**config.mk**
```make
export PLATFORM = sky130hd
export DESIGN_NAME = datapath_p2
export DESIGN_NICKNAME = d
export VERILOG_FILES = /design/src/rtl/alu_pkg.sv /design/src/rtl/risc8_pkg.sv /design/src/rtl/alu.sv /design/src/rtl/irq_fifo.sv /design/src/rtl/datapath_p2.sv
export SDC_FILE = /design/constraint.sdc
export NUM_CORES = 1
export LEC_CHECK = 0
export CELL_PAD_IN_SITES_DETAIL_PLACEMENT = 1
export CELL_PAD_IN_SITES_GLOBAL_PLACEMENT = 2
export CORE_UTILIZATION = 34
export CTS_CLUSTER_SIZE = 30
export DETAILED_ROUTE_END_ITERATION = 10
export GPL_TIMING_DRIVEN = 0
export HOLD_SLACK_MARGIN = 0.06
export PLACE_DENSITY = 0.76
export REMOVE_ABC_BUFFERS = 1
export SLEW_MARGIN = 10
export SYNTH_ARGS = -nofsm -noshare
export SYNTH_HDL_FRONTEND = slang
export SYNTH_SLANG_ARGS = --single-unit
```
**constraint.sdc**
```tcl
create_clock -name clk -period 9.3 [get_ports clk]
set_clock_uncertainty 0.2 [all_clocks]
set_input_delay 1.86 -clock clk [delete_from_list [all_inputs] [get_ports clk]]
set_output_delay 1.86 -clock clk [all_outputs]
set_load 0.03 [all_outputs]
```
**src/rtl/alu_pkg.sv**
```systemverilog
// rtl/alu_pkg.sv - ALU operation encoding shared by the datapath and its ALU
package alu_pkg;

  typedef enum logic [2:0] {
    ALU_ADD = 3'd0,
    ALU_SUB = 3'd1,
    ALU_AND = 3'd2,
    ALU_OR  = 3'd3,
    ALU_XOR = 3'd4,
    ALU_MUL = 3'd5,
    ALU_SHL = 3'd6,
    ALU_SHR = 3'd7
  } e_alu_op;

endpackage

```
**src/rtl/risc8_pkg.sv**
```systemverilog
// rtl/risc8_pkg.sv - operand-B and writeback source select codes of the datapath
package risc8_pkg;

  typedef enum logic [1:0] {
    SB_REG = 2'd0,
    SB_0   = 2'd1,
    SB_1   = 2'd2,
    SB_IMM = 2'd3
  } e_selb;

  // Code 3'd7 is unassigned and falls back to the ALU low result.
  typedef enum logic [2:0] {
    SR_MEML = 3'd0,
    SR_MEMH = 3'd1,
    SR_ALUL = 3'd2,
    SR_ALUH = 3'd3,
    SR_IMM  = 3'd4,
    SR_COM  = 3'd5,
    SR_INTR = 3'd6
  } e_selr;

endpackage

```
**src/rtl/alu.sv**
```systemverilog
// rtl/alu.sv - combinational WORD-bit ALU with double-width result and compare flags
// Ports: a, b (operands), op (e_alu_op), sign (signed compare/arithmetic),
//        lo/hi (low/high result word), comp ({eq, gt, zero}).
// hi: carry/borrow bit for ADD/SUB, upper product word for MUL, else 0.
module alu
  import alu_pkg::*;
#(
  parameter int WORD = 8
) (
  input  logic [WORD-1:0] a,
  input  logic [WORD-1:0] b,
  input  e_alu_op         op,
  input  logic            sign,
  output logic [WORD-1:0] lo,
  output logic [WORD-1:0] hi,
  output logic [2:0]      comp
);

  localparam int SH = $clog2(WORD);

  logic [WORD:0]            ext_a, ext_b, sum, diff;
  logic [2*WORD-1:0]        wide_a, wide_b, prod;
  logic signed [WORD-1:0]   sa, sb;
  logic                     gt;
  logic [SH-1:0]            shamt;

  // Sign-extend only when signed arithmetic is requested so one adder and
  // one multiplier cover both interpretations.
  assign ext_a  = {sign & a[WORD-1], a};
  assign ext_b  = {sign & b[WORD-1], b};
  assign sum    = ext_a + ext_b;
  assign diff   = ext_a - ext_b;
  assign wide_a = {{WORD{sign & a[WORD-1]}}, a};
  assign wide_b = {{WORD{sign & b[WORD-1]}}, b};
  assign prod   = wide_a * wide_b;
  assign sa     = a;
  assign sb     = b;
  assign shamt  = b[SH-1:0];

  always_comb begin
    gt = (a > b);
    if (sign) gt = (sa > sb);
  end

  always_comb begin
    lo = '0;
    hi = '0;
    case (op)
      ALU_ADD: begin lo = sum[WORD-1:0];  hi = {{(WORD-1){1'b0}}, sum[WORD]};  end
      ALU_SUB: begin lo = diff[WORD-1:0]; hi = {{(WORD-1){1'b0}}, diff[WORD]}; end
      ALU_AND: lo = a & b;
      ALU_OR:  lo = a | b;
      ALU_XOR: lo = a ^ b;
      ALU_MUL: {hi, lo} = prod;
      ALU_SHL: lo = a << shamt;
      ALU_SHR: begin
        if (sign) lo = sa >>> shamt;
        else      lo = a >> shamt;
      end
      default: lo = '0;
    endcase
  end

  assign comp = {a == b, gt, lo == '0};

endmodule

```
**src/rtl/irq_fifo.sv**
```systemverilog
// rtl/irq_fifo.sv - interrupt-vector FIFO with sticky overflow flag
// Ports: clk, rst_n (async active-low), push/din (enqueue vector), pop (dequeue head),
//        head (oldest vector, 0 when empty), empty, full, overflow (sticky drop flag).
module irq_fifo #(
  parameter int WORD  = 8,
  parameter int DEPTH = 4
) (
  input  logic            clk,
  input  logic            rst_n,
  input  logic            push,
  input  logic            pop,
  input  logic [WORD-1:0] din,
  output logic [WORD-1:0] head,
  output logic            empty,
  output logic            full,
  output logic            overflow
);

  localparam int AW = $clog2(DEPTH);

  logic [WORD-1:0] mem [DEPTH];
  logic [AW-1:0]   wptr, rptr;
  logic [AW:0]     count;
  logic            do_push, do_pop;

  assign empty   = (count == '0);
  assign full    = (count == (AW+1)'(DEPTH));
  // A pop on a full FIFO frees the slot the simultaneous push needs.
  assign do_pop  = pop & ~empty;
  assign do_push = push & (~full | do_pop);
  assign head    = empty ? '0 : mem[rptr];

  always_ff @(posedge clk or negedge rst_n) begin
    if (!rst_n) begin
      for (int i = 0; i < DEPTH; i++) mem[i] <= '0;
      wptr     <= '0;
      rptr     <= '0;
      count    <= '0;
      overflow <= 1'b0;
    end else begin
      if (do_push) begin
        mem[wptr] <= din;
        wptr      <= wptr + 1'b1;
      end
      if (do_pop) rptr <= rptr + 1'b1;
      count <= count + {{AW{1'b0}}, do_push} - {{AW{1'b0}}, do_pop};
      if (push && !do_push) overflow <= 1'b1;
    end
  end

endmodule

```
**src/rtl/datapath_p2.sv**
```systemverilog
// rtl/datapath_p2.sv - two-stage register/immediate datapath with EX/WB bypass and IRQ FIFO
// Ports: clk, rst_n (async active-low), stall; a1/a2/a3 register addresses, rw_en;
//        selb/selr/alu_op/sign/imm from the control unit; com_rd, interrupt, irq_pop, mem_rd;
//        alu_comp, com_wr, com_addr, mem_wr, wb_valid, irq_pending, irq_overflow.
// Build option: DATAPATH_FWD_EN enables EX/WB -> operand forwarding; without it operands
// always come from the register file.
module datapath_p2
  import alu_pkg::*;
  import risc8_pkg::*;
#(
  parameter int   WORD      = 8,
  parameter int   NREG      = 4,
  parameter int   IRQ_DEPTH = 4,
  localparam int  RA        = $clog2(NREG)
) (
  input  logic [WORD-1:0]   imm,
  input  logic              clk,
  input  logic              rst_n,
  input  logic              stall,
  input  logic [RA-1:0]     a1,
  input  logic [RA-1:0]     a2,
  input  logic [RA-1:0]     a3,
  input  logic              rw_en,
  input  logic [1:0]        selb,
  input  logic [2:0]        selr,
  input  e_alu_op           alu_op,
  input  logic              sign,
  input  logic [WORD-1:0]   com_rd,
  input  logic              interrupt,
  input  logic              irq_pop,
  input  logic [2*WORD-1:0] mem_rd,
  output logic [2:0]        alu_comp,
  output logic [WORD-1:0]   com_wr,
  output logic [WORD-1:0]   com_addr,
  output logic [2*WORD-1:0] mem_wr,
  output logic              wb_valid,
  output logic              irq_pending,
  output logic              irq_overflow
);

  logic [WORD-1:0] regs [NREG];
  logic [RA-1:0]   wb_addr;
  logic [WORD-1:0] wb_data;
  logic            wb_en;
  logic [WORD-1:0] r1, r2, srcb, alu_lo, alu_hi, wdata, irq_head;
  logic            irq_empty, irq_full;

`ifdef DATAPATH_FWD_EN
  // Bypass stays live while stalled because the pending write has not committed.
  assign r1 = (wb_en && a1 == wb_addr) ? wb_data : regs[a1];
  assign r2 = (wb_en && a2 == wb_addr) ? wb_data : regs[a2];
`else
  assign r1 = regs[a1];
  assign r2 = regs[a2];
`endif

  always_comb begin
    srcb = r2;
    case (selb)
      SB_0:    srcb = '0;
      SB_1:    srcb = {{(WORD-1){1'b0}}, 1'b1};
      SB_IMM:  srcb = imm;
      default: srcb = r2;
    endcase
  end

  alu #(.WORD(WORD)) u_alu (
    .a    (r1),
    .b    (srcb),
    .op   (alu_op),
    .sign (sign),
    .lo   (alu_lo),
    .hi   (alu_hi),
    .comp (alu_comp)
  );

  irq_fifo #(.WORD(WORD), .DEPTH(IRQ_DEPTH)) u_irq_fifo (
    .clk      (clk),
    .rst_n    (rst_n),
    .push     (interrupt),
    .pop      (irq_pop),
    .din      (com_rd),
    .head     (irq_head),
    .empty    (irq_empty),
    .full     (irq_full),
    .overflow (irq_overflow)
  );

  always_comb begin
    wdata = alu_lo;
    case (selr)
      SR_MEML: wdata = mem_rd[WORD-1:0];
      SR_MEMH: wdata = mem_rd[2*WORD-1:WORD];
      SR_ALUL: wdata = alu_lo;
      SR_ALUH: wdata = alu_hi;
      SR_IMM:  wdata = imm;
      SR_COM:  wdata = com_rd;
      SR_INTR: wdata = irq_head;
      default: wdata = alu_lo;
    endcase
  end

  // A stall freezes both the EX/WB register and the commit, so a held write
  // lands exactly once on the first unstalled edge.
  always_ff @(posedge clk or negedge rst_n) begin
    if (!rst_n) begin
      for (int i = 0; i < NREG; i++) regs[i] <= '0;
      wb_en   <= 1'b0;
      wb_addr <= '0;
      wb_data <= '0;
    end else if (!stall) begin
      if (wb_en) regs[wb_addr] <= wb_data;
      wb_en   <= rw_en;
      wb_addr <= a3;
      wb_data <= wdata;
    end
  end

  assign com_wr      = r1;
  assign com_addr    = imm;
  assign mem_wr      = {r2, r1};
  assign wb_valid    = wb_en;
  assign irq_pending = ~irq_empty | (irq_full & 1'b0);

endmodule
```
==> impl_metrics.yaml <==
layout:
  most-common-layout-cells: "inv_1 (102), nor2_1 (85), dfrtp_1 (83)"
  syn_to_final_growth_pct: 21.3
  drive_above_1_share_pct: 19.7
  num-nets-final: 1224
  layout_commonest_cell: "inv_1"
  n_antenna_cell: 0
  fillers: 2950
  multi_input_area_sq_um: 6460
  regArea_sq_um: 2080
floorplan:
  initial_core_util_pct: 34.7
  core_sq_um: 26100
  die-area_sq_um: 27200
  die_h_microns: 165
  ios: 91
  rows: 59
  die_width_microns: 165
clock_tree:
  htreeDepth: 3
  clockBufferDepth: 2
  cts_made_buffers: 9
  clk_pin_slew_worst_paths_ns: 0.07
  clock_sinks: 83
  cts_root_buf: "clkbuf_16"
  cts_tree: "built"
  clk_latency_ns: 0.35
timing:
  rsz0062_at_grt: "yes"
  worst_pin_slew_ns: 1.10
  hold_violations: 0
  setup_ws_ns: -0.108
  slew_headroom_pct: 26.6
  min_period_ns: 9.41
  holdWs_ns: 0.260
  max_freq_ghz: 0.106
  setup-tns-final_ns: -0.108
  finalSetupViolCount: 1
  fin_crit_sh_pct: 101
  final_max_slew_viol_count: 0
drt:
  wirelength_microns: 30900
  ant_nets: 0
  vias_per_cell: 5.52
  drcViolationCount: 0
  vias: 7620
  detail_route.wl_per_cell_microns: 22.4
  initialDrtViolationCount: 387
  dr.pass1.iters: 5
synth:
  syn_inst: 954
  synth_async_sr_flop_share_pct: 100
  syn_avg_cell_area_sq_um: 9.47
  synth_simple_gate_area_share_pct: 11.8
  yosysWarnings: 0
  synth_enable_flop_cells: 0
  synth_compound_area_share_pct: 14.6
  synthMuxAreaShare_pct: 15.5
  synth-xor-area-share_pct: 3.10
  ys_ff_latch: 83
  seq_area_frac_synth_pct: 23.0
  yosys.area_share.adder_pct: 23.5
  syn_area_sq_um: 9030
  synth_top_family_by_area: "adder cells"
  post_synth_num_cell_types: 68
  synth_ff_type: "dfrtp_1"
grt:
  first_global_vias: 8259
  grt_pass1_wl_microns: 48900
  grt_antenna_before_repair: 0
  grt_max_degree: 46
  track_usage_pct: 24.2
  grt_overflow_total: 0
worst_setup_path:
  crit_path_end_kind: "output pin"
  crit_type: "input pin to output pin"
  regToRegEndpoint: "wb_data[7]"
  cp.required_ns: 7.24
  worstRegToRegCells: 20
  start_kind: "input pin"
  worstPathMaxFanout: 7
  cp-startpoint: "a2[0]"
  arrival_ns: 7.35
  reg2reg_from: "regs[23]"
  rrSetupSlack_ns: 2.01
placed_design:
  place_congestion: 0.908
  hpwlAfterDp_microns: 23300
  port_buffers: 90
hold_path:
  min_from: "u_irq_fifo.overflow"
  min_path_type: "flop to flop"
  hold_path_end: "u_irq_fifo.overflow"
  min_delay_path_depth: 1
pwr:
  power_density_nw_per_um2: 304
  total_leakage_power_nw: 4.86
  ir_drop_v: 0.000143
  total_power_mw: 3.33
outcome:
  outcome: "complete, but fails checks"
  violations: "setup timing"
flow_run:
  max-cap-violations: 0
[worst max-delay path by stage]
stage | endpoint | slack (ns) | cells after the start
after floorplan | alu_comp[0] | -0.85 | 22
after global placement | alu_comp[0] | -3.60 | 24
after detailed placement | alu_comp[0] | -3.51 | 24
after CTS | alu_comp[0] | -0.07 | 25
after global routing | alu_comp[0] | -0.24 | 25
final | alu_comp[0] | -0.11 | 25
[metrics by stage]
step | setup WS [ns] | utilization, % | std cells | cell area, sq um
3_5_place_dp | -3.51 | 38.8 | 1324 | 10100
6_report | -0.108 | 42.0 | 1381 | 11000
2_1_floorplan | -0.851 | - | 892 | 8680
5_1_grt | -0.236 | 42.0 | 1381 | 11000
3_3_place_gp | -3.60 | 38.4 | 1317 | 10000
4_1_cts | -0.0707 | 42.0 | 1381 | 10900
[area by class of cell]
type	instances	area share [%]
well taps	335	3.83
inverters	110	4.00
multi-input cells	701	59.0
flip-flops and latches	83	19.0
repair inverters	1	0.0571
clock buffers	10	2.09
repair buffers	135	11.5
clock inverters	6	0.514
[report_power, final]
group          leakage (nW)  total [mW]  switching (mW)  internal, mW
registers              1.00       0.652           0.130         0.522
clock network         0.138       0.349           0.162         0.187
logic                  3.72        2.33            1.32          1.01
total                  4.86        3.33            1.61          1.72
[registers in the layout, summed over array words and instances (netlist names)]
register,cells
regs,32
u_irq_fifo.count,3
u_irq_fifo.mem,32
u_irq_fifo.overflow,1
u_irq_fifo.rptr,2
u_irq_fifo.wptr,2
wb_addr,2
wb_data,8
wb_valid,1
[kinds of logic after synthesis]
logic type | count (synthesis)
flops | 83
compound gates | 194
simple gates | 237
buf+inv | 172
xor+xnor | 32
mux | 106
fa+ha+maj | 130
[worst max-delay path, stage by stage]
cell and delay [ns]:
buf_12 0.10, mux4_2 0.58, a22oi_4 0.33, inv_8 0.08
nand2_4 0.08, fa_1 0.41, fa_1 0.54, inv_1 0.04
ha_1 0.26, inv_1 0.04, fa_1 0.49, inv_2 0.05
ha_4 0.21, ha_4 0.16, fa_2 0.41, xnor2_2 0.17
nand2_1 0.10, o211ai_1 0.21, o221ai_2 0.17, nor4_2 0.18
buf_4 0.17, a221oi_2 0.06, o21ai_2 0.24, and3_4 0.25
buf_6 0.13
[cell usage after synthesis, types with 4 or more instances]
cell | count | area (sq um)
mux4_2 | 17 | 383
a22oi_1 | 12 | 90.1
nor2_1 | 86 | 323
nand2b_1 | 7 | 43.8
a21oi_1 | 31 | 155
o211ai_1 | 4 | 30.0
and3_1 | 6 | 37.5
dfrtp_1 | 83 | 2080
xnor2_1 | 28 | 245
fa_1 | 66 | 1320
inv_1 | 105 | 394
nand3_1 | 10 | 50.1
buf_2 | 6 | 30.0
buf_6 | 5 | 56.3
mux2_2 | 65 | 732
a221o_1 | 4 | 40.0
a21o_1 | 5 | 37.5
ha_1 | 64 | 801
nor3_1 | 9 | 45.0
nand2_1 | 85 | 319
o21ai_0 | 57 | 285
o31ai_1 | 6 | 45.0
o221ai_1 | 4 | 35.0
xor2_1 | 4 | 35.0
nor2b_1 | 15 | 93.8
a31oi_1 | 12 | 75.1
a211oi_1 | 15 | 113
mux2i_1 | 21 | 210
buf_4 | 18 | 135
clkbuf_1 | 30 | 113
a221oi_1 | 6 | 52.6
and2_1 | 5 | 31.3
[per-layer routing]
layer	wire length [microns]	global-route usage, %
met1	13800	32.2
met2	15000	41.1
met3	1060	1.88
met4	1040	8.67
met5	0	0
[repair_timing]
| item | in CTS | in global routing |
|---|---|---|
| buffers inserted | 38 | 0 |
| hold buffers | 0 | 0 |
| endpoints found under the setup margin | 6 | 1 |
| pin swaps | 24 | 2 |
| resized for setup | 97 | 2 |
| endpoints found under the hold margin | 0 | 0 |
| cloned | 3 | 0 |
(Power assumes the default switching activity.)
